==> src/rtl/oc8051_cxrom_arb_if.sv <==
// Bundle of the two requester ports and the shared code ROM connection.
// The arbiter uses the slave view. The requesters and the ROM use the master view.
interface oc8051_cxrom_arb_if;
  // CPU instruction-fetch port
  logic        cpu_req;
  logic [15:0] cpu_addr;
  logic        cpu_ack;
  logic [31:0] cpu_data;
  logic        cpu_valid;
  // Measurement-engine port
  logic        msr_req;
  logic [15:0] msr_addr;
  logic        msr_ack;
  logic [31:0] msr_data;
  logic        msr_valid;
  // Combinational code ROM
  logic [15:0] cxrom_addr;
  logic [31:0] cxrom_data_out;

  modport slave (
    input  cpu_req, cpu_addr, msr_req, msr_addr, cxrom_data_out,
    output cpu_ack, cpu_data, cpu_valid, msr_ack, msr_data, msr_valid, cxrom_addr
  );

  modport master (
    output cpu_req, cpu_addr, msr_req, msr_addr, cxrom_data_out,
    input  cpu_ack, cpu_data, cpu_valid, msr_ack, msr_data, msr_valid, cxrom_addr
  );
endinterface

==> src/rtl/oc8051_cxrom_arb.sv <==
// Shares the combinational code ROM between the CPU fetch path and the
// measurement engine. CPU has fixed priority. A saturating wait counter
// forces an MSR grant after STARVE_LIMIT consecutive denied cycles.
// The ROM word is registered back to the winner with a one-cycle valid pulse.
module oc8051_cxrom_arb #(
  parameter int unsigned STARVE_LIMIT = 4
) (
  input  logic               clk,
  input  logic               rst,
  oc8051_cxrom_arb_if.slave  bus
);

  localparam int          NPORT = 2;          // index 0 = CPU, 1 = MSR
  localparam logic [7:0]  LIMIT = 8'(STARVE_LIMIT);

  logic [7:0]       r_wait_cnt;
  logic [NPORT-1:0] r_gnt_q;                  // one-hot owner of the registered data
  logic [NPORT-1:0] w_req;
  logic [NPORT-1:0] w_win;
  logic             w_starved;

  // Winner selection: CPU first unless MSR has waited long enough
  always_comb begin
    w_req     = {bus.msr_req, bus.cpu_req};
    w_starved = (r_wait_cnt >= LIMIT);
    w_win     = '0;
    if (!rst) begin
      if (w_req == 2'b11) begin
        w_win = w_starved ? 2'b10 : 2'b01;
      end else begin
        w_win = w_req;
      end
    end
  end

  // ROM address mux and grant decode; idle cycles park on the CPU address
  always_comb begin
    bus.cpu_ack = w_win[0];
    bus.msr_ack = w_win[1];
    if (rst) begin
      bus.cxrom_addr = '0;
    end else if (w_win[1]) begin
      bus.cxrom_addr = bus.msr_addr;
    end else begin
      bus.cxrom_addr = bus.cpu_addr;
    end
  end

  // MSR wait counter: clears when MSR is served or stops asking, else counts CPU wins
  always_ff @(posedge clk) begin
    if (rst || w_win[1] || !bus.msr_req) begin
      r_wait_cnt <= '0;
    end else if (w_win[0] && (r_wait_cnt != 8'hFF)) begin
      r_wait_cnt <= r_wait_cnt + 8'd1;
    end
  end

  // Grant owner register; doubles as the per-port valid pulse
  always_ff @(posedge clk) begin
    if (rst) begin
      r_gnt_q <= '0;
    end else begin
      r_gnt_q <= w_win;
    end
  end

  genvar gi;
  generate
    for (gi = 0; gi < NPORT; gi++) begin : g_data
      logic [31:0] r_data;
      // Capture the ROM word for this port on the edge that ends its grant
      always_ff @(posedge clk) begin
        if (rst) begin
          r_data <= '0;
        end else if (w_win[gi]) begin
          r_data <= bus.cxrom_data_out;
        end
      end
    end
  endgenerate

  // Registered results back to the requesters
  always_comb begin
    bus.cpu_data  = g_data[0].r_data;
    bus.msr_data  = g_data[1].r_data;
    bus.cpu_valid = r_gnt_q[0];
    bus.msr_valid = r_gnt_q[1];
  end

endmodule

==> src/flat_wrapper.sv <==
// flat-port wrapper written by rule: the top's interface ports become plain ports
module oc8051_cxrom_arb_flat 
#(
  parameter int unsigned STARVE_LIMIT = 4
)
  (clk, rst, bus_cpu_req, bus_cpu_addr, bus_msr_req, bus_msr_addr, bus_cxrom_data_out, bus_cpu_ack, bus_cpu_data, bus_cpu_valid, bus_msr_ack, bus_msr_data, bus_msr_valid, bus_cxrom_addr);
  oc8051_cxrom_arb_if bus_i ();
  input  logic clk;
  input  logic rst;
  input wire logic [$bits(bus_i.cpu_req)-1:0] bus_cpu_req;
  input wire logic [$bits(bus_i.cpu_addr)-1:0] bus_cpu_addr;
  input wire logic [$bits(bus_i.msr_req)-1:0] bus_msr_req;
  input wire logic [$bits(bus_i.msr_addr)-1:0] bus_msr_addr;
  input wire logic [$bits(bus_i.cxrom_data_out)-1:0] bus_cxrom_data_out;
  output wire logic [$bits(bus_i.cpu_ack)-1:0] bus_cpu_ack;
  output wire logic [$bits(bus_i.cpu_data)-1:0] bus_cpu_data;
  output wire logic [$bits(bus_i.cpu_valid)-1:0] bus_cpu_valid;
  output wire logic [$bits(bus_i.msr_ack)-1:0] bus_msr_ack;
  output wire logic [$bits(bus_i.msr_data)-1:0] bus_msr_data;
  output wire logic [$bits(bus_i.msr_valid)-1:0] bus_msr_valid;
  output wire logic [$bits(bus_i.cxrom_addr)-1:0] bus_cxrom_addr;
  assign bus_i.cpu_req = bus_cpu_req;
  assign bus_i.cpu_addr = bus_cpu_addr;
  assign bus_i.msr_req = bus_msr_req;
  assign bus_i.msr_addr = bus_msr_addr;
  assign bus_i.cxrom_data_out = bus_cxrom_data_out;
  assign bus_cpu_ack = bus_i.cpu_ack;
  assign bus_cpu_data = bus_i.cpu_data;
  assign bus_cpu_valid = bus_i.cpu_valid;
  assign bus_msr_ack = bus_i.msr_ack;
  assign bus_msr_data = bus_i.msr_data;
  assign bus_msr_valid = bus_i.msr_valid;
  assign bus_cxrom_addr = bus_i.cxrom_addr;
  oc8051_cxrom_arb #(.STARVE_LIMIT(STARVE_LIMIT)) u_core (.clk(clk), .rst(rst), .bus(bus_i));
endmodule
==> config.mk <==
export PLATFORM = sky130hd
export DESIGN_NAME = oc8051_cxrom_arb_flat
export DESIGN_NICKNAME = d
export VERILOG_FILES = /design/src/rtl/oc8051_cxrom_arb_if.sv /design/src/rtl/oc8051_cxrom_arb.sv /design/src/flat_wrapper.sv
export SDC_FILE = /design/constraint.sdc
export NUM_CORES = 1
export LEC_CHECK = 0
export BUFFER_PORTS_ARGS = -buffer_cell sky130_fd_sc_hd__buf_4
export CAP_MARGIN = 20
export CORE_UTILIZATION = 43
export DETAILED_ROUTE_END_ITERATION = 7
export PLACE_DENSITY = 0.82
export SYNTH_ARGS = -nofsm -noshare
export SYNTH_HDL_FRONTEND = slang
export SYNTH_SLANG_ARGS = --single-unit
export TNS_END_PERCENT = 1
==> constraint.sdc <==
create_clock -name clk -period 3.9 [get_ports clk]
set_input_delay 0.39 -clock clk [delete_from_list [all_inputs] [get_ports clk]]
set_output_delay 0.39 -clock clk [all_outputs]
set_load 0.01 [all_outputs]
; ---- Word-level counts from Yosys, hierarchy flattened
; Cells that the tools add are included.
[word_totals]
register_bits = 74
word_cells = 17
in_bits = 68
[classes]
order_cmp = 1
add_sub_neg = 1
mux = 5
n_reduce_logical = 4
eq_ne = 2
[op_table]
columns = operator, n
row1 = 16-bit two-way mux, 2
row2 = "8-bit by 1-bit adder with 8-bit output, second input constant", 1
row3 = "8-bit by 3-bit >= comparator with 1-bit output, second input constant", 1
row4 = "8-bit != test, second input constant", 1
row5 = 2-bit two-way mux, 3
row6 = "2-bit equality test, second input constant", 1
row7 = 1-bit logical OR, 2
row8 = 1-bit logical AND, 1
row9 = 1-bit zero test, 1

; ---- Logic depth before layout (Yosys ltp)
[logic_depth]
word_depth = 6
depth_mapped = 5
ltp_nobuf = 4

; ---- Least setup slack after synthesis
; No wires, ideal clock.
[synth_timing]
path_type = register to output
start = register u_core.r_wait_cnt[7]
end = output bus_cxrom_addr[0]
path_slack_ns = 2.134
path_buffers = 1
path_stages_with_launch = 5
t_arrival_ns = 1.376
required_ns = 3.510
path_cell_list = dfxtp_1 nor4_4 a31oi_4 buf_6 mux2i_1
[synth_between]
elab_chain_len = 6
[synth_rtl]
columns = element, line
row1 = "start, declared", oc8051_cxrom_arb.sv:16  ; logic [7:0] r_wait_cnt;
row2 = "start signal, assigned", oc8051_cxrom_arb.sv:54  ; r_wait_cnt <= r_wait_cnt + 8'd1;
row3 = 8-bit by 3-bit >= comparator with 1-bit output, oc8051_cxrom_arb.sv:25  ; w_starved = (r_wait_cnt >= LIMIT);
row4 = 2-bit two-way mux, oc8051_cxrom_arb.sv:29  ; w_win = w_starved ? 2'b10 : 2'b01;
row5 = 2-bit two-way mux, oc8051_cxrom_arb.sv:28  ; if (w_req == 2'b11) begin
row6 = 2-bit two-way mux, oc8051_cxrom_arb.sv:27  ; if (!rst) begin
row7 = 16-bit two-way mux, oc8051_cxrom_arb.sv:42  ; end else if (w_win[1]) begin
row8 = 16-bit two-way mux, oc8051_cxrom_arb.sv:40  ; if (rst) begin
row9 = "end, declared", flat_wrapper.sv:21  ; output wire logic [$bits(bus_i.cxrom_addr)-1:0] bus_cxrom_addr;
; No other way between the ends.

; ---- Worst setup path in the final report
[layout_timing]
start = register u_core.r_wait_cnt[7]
end = output bus_cxrom_addr[15]
; Same word-level chain as after synthesis.

==> results.txt <==
----------------------------------------------------
[Setup path]
  Crit-path max cell delay ... 480 ps
  Ordered list of cells on the worst path ... nor4_4, a31oi_4, buf_4, mux2i_1, buf_4
  Crit path capture type ... output port
  Arrival time at the worst endpoint ... 2100 ps
  Kind of cell with the highest combined delay on the critical path ... simple AND/OR/NAND/NOR gates
  Maximum fanout count along the critical path ... 13
  Max stage delay cell, worst path ... nor4_4
  Number of buffers and inverters on the critical path ... 2
  Cell seen most often among critical-path stages ... buf_4
  Kind of critical path ... reg2out
  Startpoint kind of the worst setup timing path ... flop
  Critical path required time ... 3510 ps

[GRT]
  First-pass GRT wire length ... 12400 um
  Number of antenna violations at the first check in global routing ... 0
  Grt ovf ... 0
  Pin count of the biggest net entering global routing ... 132
  Total track usage ... 0.185
  Via count of the first global-routing pass ... 2672

[STA]
  Clock Skews ... 8.39 ps
  Transition time of the tightest slew-check pin ... 887 ps
  Setup TNS after final layout ... 0 ps
  Relative slew slack ... 0.409
  Unrepaired setup endpoints after global routing ... false
  Min Hold Slack ... 336 ps
  Final hold violation count ... 0
  Number of endpoints failing setup at the final stage ... 0
  Final critical path time including I/O delays and setup ... 2490 ps
  Share of the cycle needed by the critical path after routing ... 0.639
  Final Max Tran Viols ... 0
  Fmax achieved ... 0.402 GHz
  Final setup margin ... 1410 ps

[Logic synthesis]
  Cell type contributing the most total cell area after synthesis ... dfxtp_1
  Number of warning messages in the yosys log ... 0
  Portion of the post-synthesis area used by sequential elements ... 0.430
  Proportion of synthesized flip-flops having asynchronous set or reset ... 0
  Top cell types by occurrence after synthesis ... 128 x nand2b_1, 80 x mux2i_1, 74 x dfxtp_1
  Number of enable flip-flop cells after synthesis ... 0
  Most used standard cell by instance count after synthesis ... nand2b_1
  Seq cells post-synth ... 74
  Synth cell types ... 20
  Number of instances in the synthesized netlist ... 331
  Average instance area after synthesis ... 10.4 sq um
  Area fraction of the dominant cell type after synthesis ... 0.430
  Largest cells by area after synthesis ... dfxtp_1 43%, mux2i_1 23%, nand2b_1 23%
  Post-synth top flop ... dfxtp_1
  Combined area of all synthesized cells ... 3450 sq um

[Floorplan]
  Rows ... 32
  Ports placed on the boundary ... 152
  Die span in y ... 91.5 um
  Core ar. ... 7730 sq um
  Area of the die ... 8380 sq um
  Starting density of the core ... 0.446
  Chip Width ... 91.5 um

[Clocking]
  Maximum clock path buffer count ... 2
  H-tree depth ... 3
  Cell at the root of the clock tree ... clkbuf_8
  CTS tree ... built
  Setup fix buffers added after clock tree synthesis ... 0
  Gates resized, CTS repair ... 0
  Number of buffers created by CTS ... 9
  Number of buffers inserted for hold repair after clock tree synthesis ... 0
  Clock-pin slew reported for the worst setup and hold paths after clock tree synthesis ... 80 ps
  Clock Latency Late Sink ... 340 ps
  CTS Sinks ... 74

[Worst hold path]
  Hold WC Path Type ... in2reg

[Cells and area]
  Number of inserted diodes ... 0
  Core Util, Final ... 0.623
  Fraction of final layout cells with drive strength greater than 1 ... 0.360
  Final cell count without fillers ... 583
  Nets@finish ... 547
  Synth-to-layout area growth ... 39.6%
  Total non-filler cell area in the finished layout ... 4810 sq um

[Power]
  Psw ... 425 uW
  Switching power share of the total ... 0.231
  Static leakage ... 2.27 nW
  Power density of the placed cells ... 382 nW/um^2
  Peak supply drop ... 208 uV
  Total power consumption of the routed design ... 1.84 mW
  Relative contribution of sequential cells to total power ... 0.448
  Fraction of power consumed by combinational cells ... 0.167
  Share of power burned in the clock network ... 0.385
  Cell-internal power ... 1.41 mW

[Outcome]
  Result of the run ... finished clean

[Drt]
  Starting DRC count in detailed routing ... 93
  Vias ... 2716
  DRC violations left ... 0
  Length of the first detailed-routing pass in iterations ... 4
  Count of nets left with antenna violations after detail routing ... 0
  Average routed wire per standard cell ... 13.3 um
  Drt total wl ... 7770 um
  Via-to-Cell Ratio ... 4.66

[Placed design]
  Dpl cell area ... 4570 sq um
  Total placed cells including tap cells ... 568
  Hpwl dp ... 5540 um
  Post-Place Setup Slack ... 1720 ps
  Routability congestion estimate ... 0.741
  PortBufs ... 151

[Flow run]
  Number of maximum-capacitance constraint violations ... 0

----------------------------------------------------
placed cells by master, fill, tap and decap left out, types with 2 or more instances in the layout:
cell,Yosys,final
a21oi_1,3,3
conb_1,1,5
nor2_1,5,5
bufinv_16,0,3
nand4_1,2,2
buf_4,0,153
nor2b_1,4,4
mux2i_1,80,80
ha_1,2,2
inv_1,4,4
a31o_2,1,2
clkbuf_8,0,10
nand2b_1,128,128
dfxtp_1,74,74
final timing paths:
path | start | to | slack, ps | cells after the start
min reg2reg | u_core.r_wait_cnt[0]$_SDFFE_PP0P_ | u_core.r_wait_cnt[0]$_SDFFE_PP0P_ | 470 | 1
min | bus_cxrom_data_out[13] | u_core.bus.msr_data[13]$_SDFFE_PP0N_ | 340 | 3
max | u_core.r_wait_cnt[7]$_SDFFE_PP0P_ | bus_cxrom_addr[15] | 1410 | 5
max reg2reg | u_core.r_wait_cnt[7]$_SDFFE_PP0P_ | u_core.bus.cpu_data[13]$_SDFFE_PP0P_ | 1900 | 3
registers in the layout, indices dropped and copies added (netlist names):
| signal | flops |
|---|---|
| u_core.bus.cpu_data | 32 |
| u_core.bus.msr_data | 32 |
| u_core.r_gnt_q | 2 |
| u_core.r_wait_cnt | 8 |
final cells by class:
| cell class | instances | area (sq um) |
|---|---|---|
| fill | 675 | 2920 |
| multi-input combinational | 235 | 1800 |
| sequential | 74 | 1480 |
| timing repair buffer | 153 | 1150 |
| clock buffer | 10 | 138 |
| tap | 102 | 128 |
| clock inverter | 5 | 103 |
| inverter | 4 | 15.0 |
layer usage:
metal | up-vias | GRT usage | part of all wire
met5 | - | 0 | 0
met4 | 0 | 0.0701 | 0.010
met3 | 8 | 0.0611 | 0.086
met2 | 103 | 0.324 | 0.49
met1 | 1237 | 0.207 | 0.41
li1 | 1368 | - | -
power groups by stage:
stage / Combinational, mW / Sequential [mW] / Clock, mW
final: 0.307 / 0.822 / 0.707
after global routing: 0.331 / 0.827 / 0.754
after CTS: 0.311 / 0.822 / 0.726
after detailed placement: 0.310 / 0.839 / 0
after global placement: 0.304 / 0.837 / 0
after floorplan: 0.145 / 0.856 / 0
kinds of logic (layout without fill, tap and decap cells):
kind of cell,after synthesis,in the layout,share of synthesized area
and+or+nand+nor,141,141,0.257
muxes,80,80,0.232
DFF,74,74,0.430
buffers and inverters,26,172,0.0530
AOI/OAI and AO/OA,7,7,0.0192
adders and majority gates,2,2,0.00726
other,1,5,0.00109
worst min-delay path: stages:
cell,delay [ps]
buf_4,80
nand2b_1,60
mux2i_1,110
Power figures use the tool's default switching activity.
